<file path="src/rtl/scc_pkg.sv">
// Shared constants and types for the execute-stage register interface.
// Holds register-file geometry, CPSR bit layout and write-source encodings.
// Also provides small helpers for CPSR packing and write-data selection.
package scc_pkg;

  localparam int NUM_REGS = 8;
  localparam int DATA_W   = 32;
  localparam int ADDR_W   = $clog2(NUM_REGS);

  // CPSR bit positions within the 4-bit flag vector {N, C, Z, V}.
  localparam int FLAG_N = 3;
  localparam int FLAG_C = 2;
  localparam int FLAG_Z = 1;
  localparam int FLAG_V = 0;

  // Write-data source encodings for w_select.
  localparam logic W_SEL_ALU = 1'b0;
  localparam logic W_SEL_ID  = 1'b1;

  typedef struct packed {
    logic n;
    logic c;
    logic z;
    logic v;
  } cpsr_t;

  // Build a CPSR struct from a raw flag vector using the named bit positions.
  function automatic cpsr_t cpsr_from_vec(input logic [3:0] vec);
    cpsr_t f;
    f.n = vec[FLAG_N];
    f.c = vec[FLAG_C];
    f.z = vec[FLAG_Z];
    f.v = vec[FLAG_V];
    return f;
  endfunction

  // Flatten a CPSR struct back into the raw flag vector layout.
  function automatic logic [3:0] cpsr_to_vec(input cpsr_t f);
    logic [3:0] vec;
    vec         = 4'b0000;
    vec[FLAG_N] = f.n;
    vec[FLAG_C] = f.c;
    vec[FLAG_Z] = f.z;
    vec[FLAG_V] = f.v;
    return vec;
  endfunction

  // Pick the write-back data source: ALU result or immediate/move result.
  function automatic logic [DATA_W-1:0] wb_src_mux(
    input logic              sel,
    input logic [DATA_W-1:0] alu,
    input logic [DATA_W-1:0] id
  );
    logic [DATA_W-1:0] res;
    case (sel)
      W_SEL_ALU: res = alu;
      W_SEL_ID:  res = id;
      default:   res = alu;
    endcase
    return res;
  endfunction

endpackage

</file>
<file path="src/rtl/reg_file_wb_if.sv">
// Bus between the EX stage and the write-back / operand-read register block.
// master = EX side (drives write requests, read addresses, flag updates).
// slave  = register block (returns operand values, flags and pending status).
interface reg_file_wb_if;
  import scc_pkg::*;

  // Write request from EX
  logic              w_enable;
  logic              w_select;
  logic [ADDR_W-1:0] w_addr;
  logic [DATA_W-1:0] w_alu;
  logic [DATA_W-1:0] w_id;

  // CPSR update
  logic              flags_we;
  logic [3:0]        flags_in;

  // Operand read ports
  logic [ADDR_W-1:0] r_addr_0;
  logic [ADDR_W-1:0] r_addr_1;
  logic [DATA_W-1:0] r_val_0;
  logic [DATA_W-1:0] r_val_1;

  // Status
  logic [3:0]        flags;
  logic              wb_pending;

  modport master (
    output w_enable, w_select, w_addr, w_alu, w_id,
    output flags_we, flags_in,
    output r_addr_0, r_addr_1,
    input  r_val_0, r_val_1, flags, wb_pending
  );

  modport slave (
    input  w_enable, w_select, w_addr, w_alu, w_id,
    input  flags_we, flags_in,
    input  r_addr_0, r_addr_1,
    output r_val_0, r_val_1, flags, wb_pending
  );

endinterface

</file>
<file path="src/rtl/reg_read_port.sv">
// One operand read port: address compare against the staged write plus bypass mux.
// Purely combinational; no read latency.
// The staged write wins over the array so a value is visible the cycle after its request.
module reg_read_port
  import scc_pkg::*;
(
  input  logic [ADDR_W-1:0] r_addr_i,
  input  logic [DATA_W-1:0] arr_val_i,
  input  logic              wb_valid_i,
  input  logic [ADDR_W-1:0] wb_addr_i,
  input  logic [DATA_W-1:0] wb_data_i,
  output logic [DATA_W-1:0] r_val_o
);

  logic hit;

  // Forward the staged write when it targets the address being read.
  always_comb begin
    hit     = wb_valid_i && (wb_addr_i == r_addr_i);
    r_val_o = hit ? wb_data_i : arr_val_i;
  end

endmodule

</file>
<file path="src/rtl/reg_file_wb.sv">
// Write-back stage register, 8x32 register file with two bypassed read ports, and CPSR.
// Writes are staged one cycle then committed; reads are combinational with bypass.
// No backpressure: every request is accepted, commit of the old entry overlaps the new load.
module reg_file_wb
  import scc_pkg::*;
(
  input logic          clk,
  input logic          rst_n,
  reg_file_wb_if.slave bus
);

  logic [DATA_W-1:0] regs_q [NUM_REGS];

  logic              wb_valid_q, wb_valid_d;
  logic [ADDR_W-1:0] wb_addr_q,  wb_addr_d;
  logic [DATA_W-1:0] wb_data_q,  wb_data_d;

  cpsr_t             cpsr_q,     cpsr_d;

  logic [DATA_W-1:0] arr_val_0, arr_val_1;

  // Next-state for the stage register; address/data hold when no request arrives.
  always_comb begin
    wb_valid_d = bus.w_enable;
    wb_addr_d  = wb_addr_q;
    wb_data_d  = wb_data_q;
    if (bus.w_enable) begin
      wb_addr_d = bus.w_addr;
      wb_data_d = wb_src_mux(bus.w_select, bus.w_alu, bus.w_id);
    end
  end

  // Next-state for the CPSR; independent of the register write path.
  always_comb begin
    cpsr_d = cpsr_q;
    if (bus.flags_we) begin
      cpsr_d = cpsr_from_vec(bus.flags_in);
    end
  end

  // Stage register and CPSR; reset drops any staged write so it never commits.
  always_ff @(posedge clk or negedge rst_n) begin
    if (!rst_n) begin
      wb_valid_q <= 1'b0;
      wb_addr_q  <= '0;
      wb_data_q  <= '0;
      cpsr_q     <= '0;
    end else begin
      wb_valid_q <= wb_valid_d;
      wb_addr_q  <= wb_addr_d;
      wb_data_q  <= wb_data_d;
      cpsr_q     <= cpsr_d;
    end
  end

  // Register array: commit the staged entry on the same edge a new one is loaded.
  always_ff @(posedge clk or negedge rst_n) begin
    if (!rst_n) begin
      for (int i = 0; i < NUM_REGS; i++) begin
        regs_q[i] <= '0;
      end
    end else if (wb_valid_q) begin
      regs_q[wb_addr_q] <= wb_data_q;
    end
  end

  // Raw array lookups feeding the bypass ports.
  always_comb begin
    arr_val_0 = regs_q[bus.r_addr_0];
    arr_val_1 = regs_q[bus.r_addr_1];
  end

  reg_read_port u_read_port_0 (
    .r_addr_i   (bus.r_addr_0),
    .arr_val_i  (arr_val_0),
    .wb_valid_i (wb_valid_q),
    .wb_addr_i  (wb_addr_q),
    .wb_data_i  (wb_data_q),
    .r_val_o    (bus.r_val_0)
  );

  reg_read_port u_read_port_1 (
    .r_addr_i   (bus.r_addr_1),
    .arr_val_i  (arr_val_1),
    .wb_valid_i (wb_valid_q),
    .wb_addr_i  (wb_addr_q),
    .wb_data_i  (wb_data_q),
    .r_val_o    (bus.r_val_1)
  );

  // Status outputs straight from registered state.
  always_comb begin
    bus.flags      = cpsr_to_vec(cpsr_q);
    bus.wb_pending = wb_valid_q;
  end

endmodule

</file>
<file path="src/flat_wrapper.sv">
// flat-port wrapper written by rule: the top's interface ports become plain ports
module reg_file_wb_flat import scc_pkg::*;
  (clk, rst_n, bus_w_enable, bus_w_select, bus_w_addr, bus_w_alu, bus_w_id, bus_flags_we, bus_flags_in, bus_r_addr_0, bus_r_addr_1, bus_r_val_0, bus_r_val_1, bus_flags, bus_wb_pending);
  reg_file_wb_if bus_i ();
  input logic clk;
  input logic rst_n;
  input wire logic [$bits(bus_i.w_enable)-1:0] bus_w_enable;
  input wire logic [$bits(bus_i.w_select)-1:0] bus_w_select;
  input wire logic [$bits(bus_i.w_addr)-1:0] bus_w_addr;
  input wire logic [$bits(bus_i.w_alu)-1:0] bus_w_alu;
  input wire logic [$bits(bus_i.w_id)-1:0] bus_w_id;
  input wire logic [$bits(bus_i.flags_we)-1:0] bus_flags_we;
  input wire logic [$bits(bus_i.flags_in)-1:0] bus_flags_in;
  input wire logic [$bits(bus_i.r_addr_0)-1:0] bus_r_addr_0;
  input wire logic [$bits(bus_i.r_addr_1)-1:0] bus_r_addr_1;
  output wire logic [$bits(bus_i.r_val_0)-1:0] bus_r_val_0;
  output wire logic [$bits(bus_i.r_val_1)-1:0] bus_r_val_1;
  output wire logic [$bits(bus_i.flags)-1:0] bus_flags;
  output wire logic [$bits(bus_i.wb_pending)-1:0] bus_wb_pending;
  assign bus_i.w_enable = bus_w_enable;
  assign bus_i.w_select = bus_w_select;
  assign bus_i.w_addr = bus_w_addr;
  assign bus_i.w_alu = bus_w_alu;
  assign bus_i.w_id = bus_w_id;
  assign bus_i.flags_we = bus_flags_we;
  assign bus_i.flags_in = bus_flags_in;
  assign bus_i.r_addr_0 = bus_r_addr_0;
  assign bus_i.r_addr_1 = bus_r_addr_1;
  assign bus_r_val_0 = bus_i.r_val_0;
  assign bus_r_val_1 = bus_i.r_val_1;
  assign bus_flags = bus_i.flags;
  assign bus_wb_pending = bus_i.wb_pending;
  reg_file_wb u_core (.clk(clk), .rst_n(rst_n), .bus(bus_i));
endmodule
</file>
<file path="config.mk">
export PLATFORM = sky130hd
export DESIGN_NAME = reg_file_wb_flat
export DESIGN_NICKNAME = d
export VERILOG_FILES = /design/src/rtl/scc_pkg.sv /design/src/rtl/reg_file_wb_if.sv /design/src/rtl/reg_read_port.sv /design/src/rtl/reg_file_wb.sv /design/src/flat_wrapper.sv
export SDC_FILE = /design/constraint.sdc
export NUM_CORES = 1
export LEC_CHECK = 0
export BUFFER_PORTS_ARGS = -buffer_cell sky130_fd_sc_hd__buf_2
export CORE_MARGIN = 4
export CORE_UTILIZATION = 35
export CTS_BUF_LIST = sky130_fd_sc_hd__clkbuf_4 sky130_fd_sc_hd__clkbuf_8
export DETAILED_ROUTE_END_ITERATION = 8
export HOLD_SLACK_MARGIN = 0.02
export PLACE_DENSITY = 0.62
export SYNTH_ARGS = -nofsm -noshare
export SYNTH_HDL_FRONTEND = slang
export SYNTH_SLANG_ARGS = --single-unit
</file>
<file path="constraint.sdc">
create_clock -name clk -period 1.7 [get_ports clk]
set_input_delay 0.085 -clock clk [delete_from_list [all_inputs] [get_ports clk]]
set_output_delay 0.085 -clock clk [all_outputs]
set_load 0.01 [all_outputs]
</file>
==> After elaboration in Yosys (flattened, before gate mapping) <==
Cells that the tools add are included.
{ "totals": {"register_bits": 296, "output_inout_bits": 69, "word_cells": 40} }
{ "op_classes": {"order_cmp": 4, "n_eq_ne": 2, "muxes": 12, "bitwise": 4, "reduce_logical": 3} }
{ "op_table": {"columns": ["op", "n"], "rows": [
  ["$bwmux 256", 1],
  ["$mux 32", 7],
  ["$bmux 32 s3", 2],
  ["$demux 32 s3", 1],
  ["$pmux 32 s2", 1],
  ["$ge 4x4->1 const B", 3],
  ["$not 3->4", 3],
  ["$eq 3x3->1", 2],
  ["$lt 4x1->1 const B", 1],
  ["$logic_and 1x1->1", 3],
  ["$not 1->1", 1]
]} }

==> Depth between registers and ports, before layout <==
{ "logic_depth": {"word_depth": 6, "ltp_mapped": 5, "ltp_nobuf": 3} }

==> Cells and area by module <==
A second synthesis with hierarchy kept.
{ "hier_totals": {"cells_unflattened": 1011, "hier_area_um2": 16545.9} }
{ "by_module_without_submodules": {"columns": ["module", "n_inst", "cells_each", "area_per_inst_um2", "seq_area_each_um2"], "rows": [
  ["reg_file_wb", 1, 933, 15454.8, 7407.1],
  ["reg_read_port", 2, 39, 545.5, 0.0]
]} }

==> Worst setup path after synthesis <==
Ideal clock, no wire load.
{ "synth_path": {"path_kind": "register -> register", "startpoint": "register u_core.wb_valid_q, in the netlist u_core.bus.wb_pending", "endpoint": "register u_core.regs_q[193] (netlist bit)", "arrival_time_ps": 1644, "required_ps": 1575, "slack_ps": -69, "path_stages_with_launch": 6, "path_buffers": 2, "period_less_slack_ps": 1769, "path_cell_list": "dfrtp_1 -> clkbuf_1 -> nand2b_1 -> nor3b_2 -> buf_2 -> mux2_2"} }
{ "synth_lines": {"columns": ["element", "line", "rtl"], "rows": [
  ["start: declaration", "reg_file_wb.sv:14", "logic wb_valid_q, wb_valid_d;"],
  ["start signal: assignment", "reg_file_wb.sv:49", "wb_valid_q <= wb_valid_d;"],
  ["end signal: indexed assignment", "reg_file_wb.sv:63", "regs_q[wb_addr_q] <= wb_data_q;"],
  ["end: declaration", "reg_file_wb.sv:12", "logic [DATA_W-1:0] regs_q [NUM_REGS];"]
]} }

==> Worst setup path after layout <==
{ "layout_path": {"startpoint": "register u_core.wb_addr_q[1]", "endpoint": "output port bus_r_val_1[15]"} }
{ "layout_between": {"elab_chain_cells": 3} }
{ "layout_lines": {"columns": ["element", "line", "rtl"], "rows": [
  ["start: declaration", "reg_file_wb.sv:15", "logic [ADDR_W-1:0] wb_addr_q, wb_addr_d;"],
  ["start signal: assignment", "reg_file_wb.sv:50", "wb_addr_q <= wb_addr_d;"],
  ["$eq 3x3->1", "reg_read_port.sv:19", "hit = wb_valid_i && (wb_addr_i == r_addr_i);"],
  ["$logic_and 1x1->1", "reg_read_port.sv:19", null],
  ["$mux 32", "reg_read_port.sv:20", "r_val_o = hit ? wb_data_i : arr_val_i;"],
  ["end: declaration", "flat_wrapper.sv:17", "output wire logic [$bits(bus_i.r_val_1)-1:0] bus_r_val_1;"]
]} }
Every way passes these cells.

==> metrics.csv <==
stage,metric,value,unit
power_and_ir_drop,ir_worst_vdd,0.7081,mV
final_layout,final_area,0.02176,sq mm
power_and_ir_drop,p_total,0.03047,W
critical_path,cp-start-kind,register,
logic_synthesis,yosysWarnings,0,
critical_path,worstSetupPathType,register to output port,
final_layout,drive_gt1_share,63.63,%
global_route,grt_pass1_vias,11480,
power_and_ir_drop,combPwrFrac,38.9,%
placed_design,dpl.hpwl,26610,um
clock_tree,clockBufferDepth,3,
placed_design,dpl_worst_slack,-0.1723,ns
floorplanning,io_pins,151,
power_and_ir_drop,power.leakage,9.472,nW
logic_synthesis,synth_edf_count,0,
floorplanning,std_cell_rows,78,
floorplanning,initial_core_util,35.69,%
final_layout,final_nets,1396,
logic_synthesis,syn_nets,1124,
clock_tree,ctsRootBufferMaster,clkbuf_8,
logic_synthesis,synth_flop_cell,dfrtp_1,
drt,wl,46920,um
drt,first_pass_iters,4,
timing,post-route-min-period,2.312,ns
floorplanning,die_x,224.0,um
logic_synthesis,synth_area_leader_cell,dfrtp_1,
timing,layout_setup_ws,-0.6118,ns
logic_synthesis,synth_cell_types,24,
timing,worst_slew_pin_slew,0.4455,ns
power_and_ir_drop,power_per_cell_area,1400,mW/mm^2
logic_synthesis,synth.avg_cell_area,15.68,sq um
placed_design,gp_congestion,0.7474,
timing,fin_crit_sh,136.0,%
timing,hold_violations,0,
logic_synthesis,ys_ff_latch,296,
status,status,"complete, but fails checks",
timing,finalSetupTns,-41.06,ns
placed_design,portBuffers,150,
timing,slew_headroom,69.45,%
drt,drtIter0Drc,571,
clock_tree,cts_tree,yes,
logic_synthesis,syn_area,0.01634,sq mm
global_route,grt_use_total,17.87,%
power_and_ir_drop,p_seq_share,38.7,%
timing,rsz0062_at_grt,true,
final_layout,area_growth,33.22,%
global_route,antenna_found_initial,0,
flow_run,maxCapViolCount,0,
final_layout,antenna_cells,0,
clock_tree,htreeDepth,2,
clock_tree,clock_latency,0.66,ns
timing,fmax,432.6,MHz
critical_path,worstPathArrival,2.23,ns
timing,setup_violations,152,
logic_synthesis,synthCells,1042,
status,violations,negative setup slack,
logic_synthesis,yosys-top-cells-area,"dfrtp_1 45%, mux2_2 23%, mux4_2 11%, mux4_1 7.6%, mux2_4 2.4%",
floorplanning,die_h,224.0,um
drt,drc,0,
power_and_ir_drop,clkPwrFrac,22.4,%
placed_design,place_area,0.01816,sq mm
clock_tree,clock-sinks,296,
drt,via_count,10490,
drt,postRouteAntennaNets,0,
critical_path,cp.required,1.62,ns
clock_tree,cts.reportedPaths.clkPinSlew,0.06,ns
timing,finClkSkew,0.05259,ns
logic_synthesis,async_reset_ff_share,100.0,%
power_and_ir_drop,p_sw,0.008706,W
logic_synthesis,synth.top_cell.area_share,45.34,%
hold_path,holdCritPathClass,primary input to register,
floorplanning,core_area,0.04577,sq mm
critical_path,endpoint_kind,output port,
logic_synthesis,synth_seq_area_share,45.34,%
global_route,grt_pass1_wl,69410,um
critical_path,worstPathMaxFanout,6,
drt,viasPerCell,5.378,
timing,slew_viol_final,0,
global_route,grt_max_degree,68,
floorplanning,die_area,0.05019,sq mm
clock_tree,cts_inserted_buffers,52,
drt,post_drt_wl_per_cell,24.06,um
power_and_ir_drop,p_int,0.02176,W
power_and_ir_drop,swShare,28.58,%
global_route,overflow,0,
-- critical path, cell delays in order (launching register included) --
cell,delay (ns)
dfrtp_1,0.42
xnor2_1,0.18
nand4_1,0.17
buf_6,0.21
buf_12,0.16
mux2_4,0.33
buf_6,0.13
-- kinds of logic after synthesis --
group,after synthesis,synth area share (%)
AO/OA/AOI/OAI,32,0.9804
XOR/XNOR,6,0.3217
buffers and inverters,113,3.799
flip-flops,296,45.34
multiplexers,551,48.24
AND/OR/NAND/NOR,44,1.317
-- final timing paths --
path | start | endpoint | slack, ns | depth (start not counted)
min in group asynchronous | rst_n | u_core.regs_q[255] | 0.50 | 3
max in group asynchronous | rst_n | u_core.wb_data_q[17] | 0.48 | 4
min | bus_w_id[27] | u_core.wb_data_q[27] | 0.29 | 4
max reg2reg | u_core.wb_addr_q[2] | u_core.regs_q[162] | -0.10 | 6
max | u_core.wb_addr_q[1] | bus_r_val_1[15] | -0.61 | 6
min reg2reg | u_core.regs_q[144] | u_core.regs_q[144] | 0.52 | 1
-- cell usage after synthesis, types with 3 or more instances --
master	number
mux4_1	47
buf_4	3
mux2_1	30
xnor2_1	6
a21oi_1	32
nand4_1	3
mux2_2	335
clkbuf_1	54
nor2_1	32
buf_2	28
mux4_2	81
mux2i_1	32
buf_6	4
buf_1	16
buf_12	6
nand4b_1	3
dfrtp_1	296
mux2_4	26
-- state kept, by name, summed over array words and instances (netlist names) --
name and cells:
u_core.bus.wb_pending 1, u_core.wb_data_q 32, u_core.regs_q 256, u_core.wb_addr_q 3
u_core.bus.flags 4
-- cell usage in the layout, fill, tap and decap left out --
master / count
mux2i_1: 32
nand2b_4: 1
buf_12: 36
buf_4: 35
nor3_4: 2
dlygate4sd3_1: 89
a21oi_1: 32
mux2_4: 231
buf_16: 6
mux4_1: 1
clkbuf_4: 19
clkinvlp_4: 1
inv_8: 1
buf_8: 3
nand2_2: 1
mux2_2: 160
clkbuf_16: 12
dfrtp_2: 1
nand4_1: 3
clkinv_2: 6
nor2_1: 32
bufinv_16: 1
xnor2_1: 4
nand4b_1: 3
inv_6: 1
mux4_2: 127
buf_2: 80
nor3b_4: 2
buf_6: 70
xnor2_2: 2
clkbuf_8: 61
dfrtp_1: 295
-- per-layer routing --
metal	wire, um	global-route usage, %	vias to the layer above
met5	0	0	-
met1	20230	23.67	5587
li1	-	-	4525
met3	2398	3.971	72
met2	23120	29.81	304
met4	1166	4.971	0
-- final cells by class --
class,instances,area [sq um]
Fill cell,3925,24010
Multi-Input combinational cell,633,8960
Sequential cell,296,7408
Timing Repair Buffer,331,3573
Clock buffer,80,982.2
Tap cell,600,750.7
Clock inverter,10,87.58
-- what timing repair did --
item	4_1_cts	5_1_grt
setup endpoints to repair	64	180
gates resized for setup	243	98
hold buffers	90	0
buffers inserted	11	6
hold endpoints to repair	336	0
gates cloned	4	12
pin swaps	7	4
-- stage by stage --
stage | hold slack (ns) | cells | utilization, %
global placement | 0.05023 | 1738 | 39.67
floorplan | -0.2106 | 1042 | -
global route | 0.3020 | 1950 | 47.55
detailed placement | 0.04327 | 1738 | 39.67
CTS | 0.2426 | 1933 | 45.96
finish | 0.2886 | 1950 | 47.55
-- power by group through the flow --
| stage | sequential [W] | clock [W] | combinational [W] |
|---|---|---|---|
| after global routing | 0.0121 | 0.00736 | 0.0126 |
| after global placement | 0.0115 | 0 | 0.00877 |
| final | 0.0118 | 0.00683 | 0.0119 |
| after detailed placement | 0.0117 | 0 | 0.00895 |
| after CTS | 0.0116 | 0.00704 | 0.0113 |
| after floorplan | 0.0108 | 0 | 0.00691 |
Power figures use the tool's default switching activity.
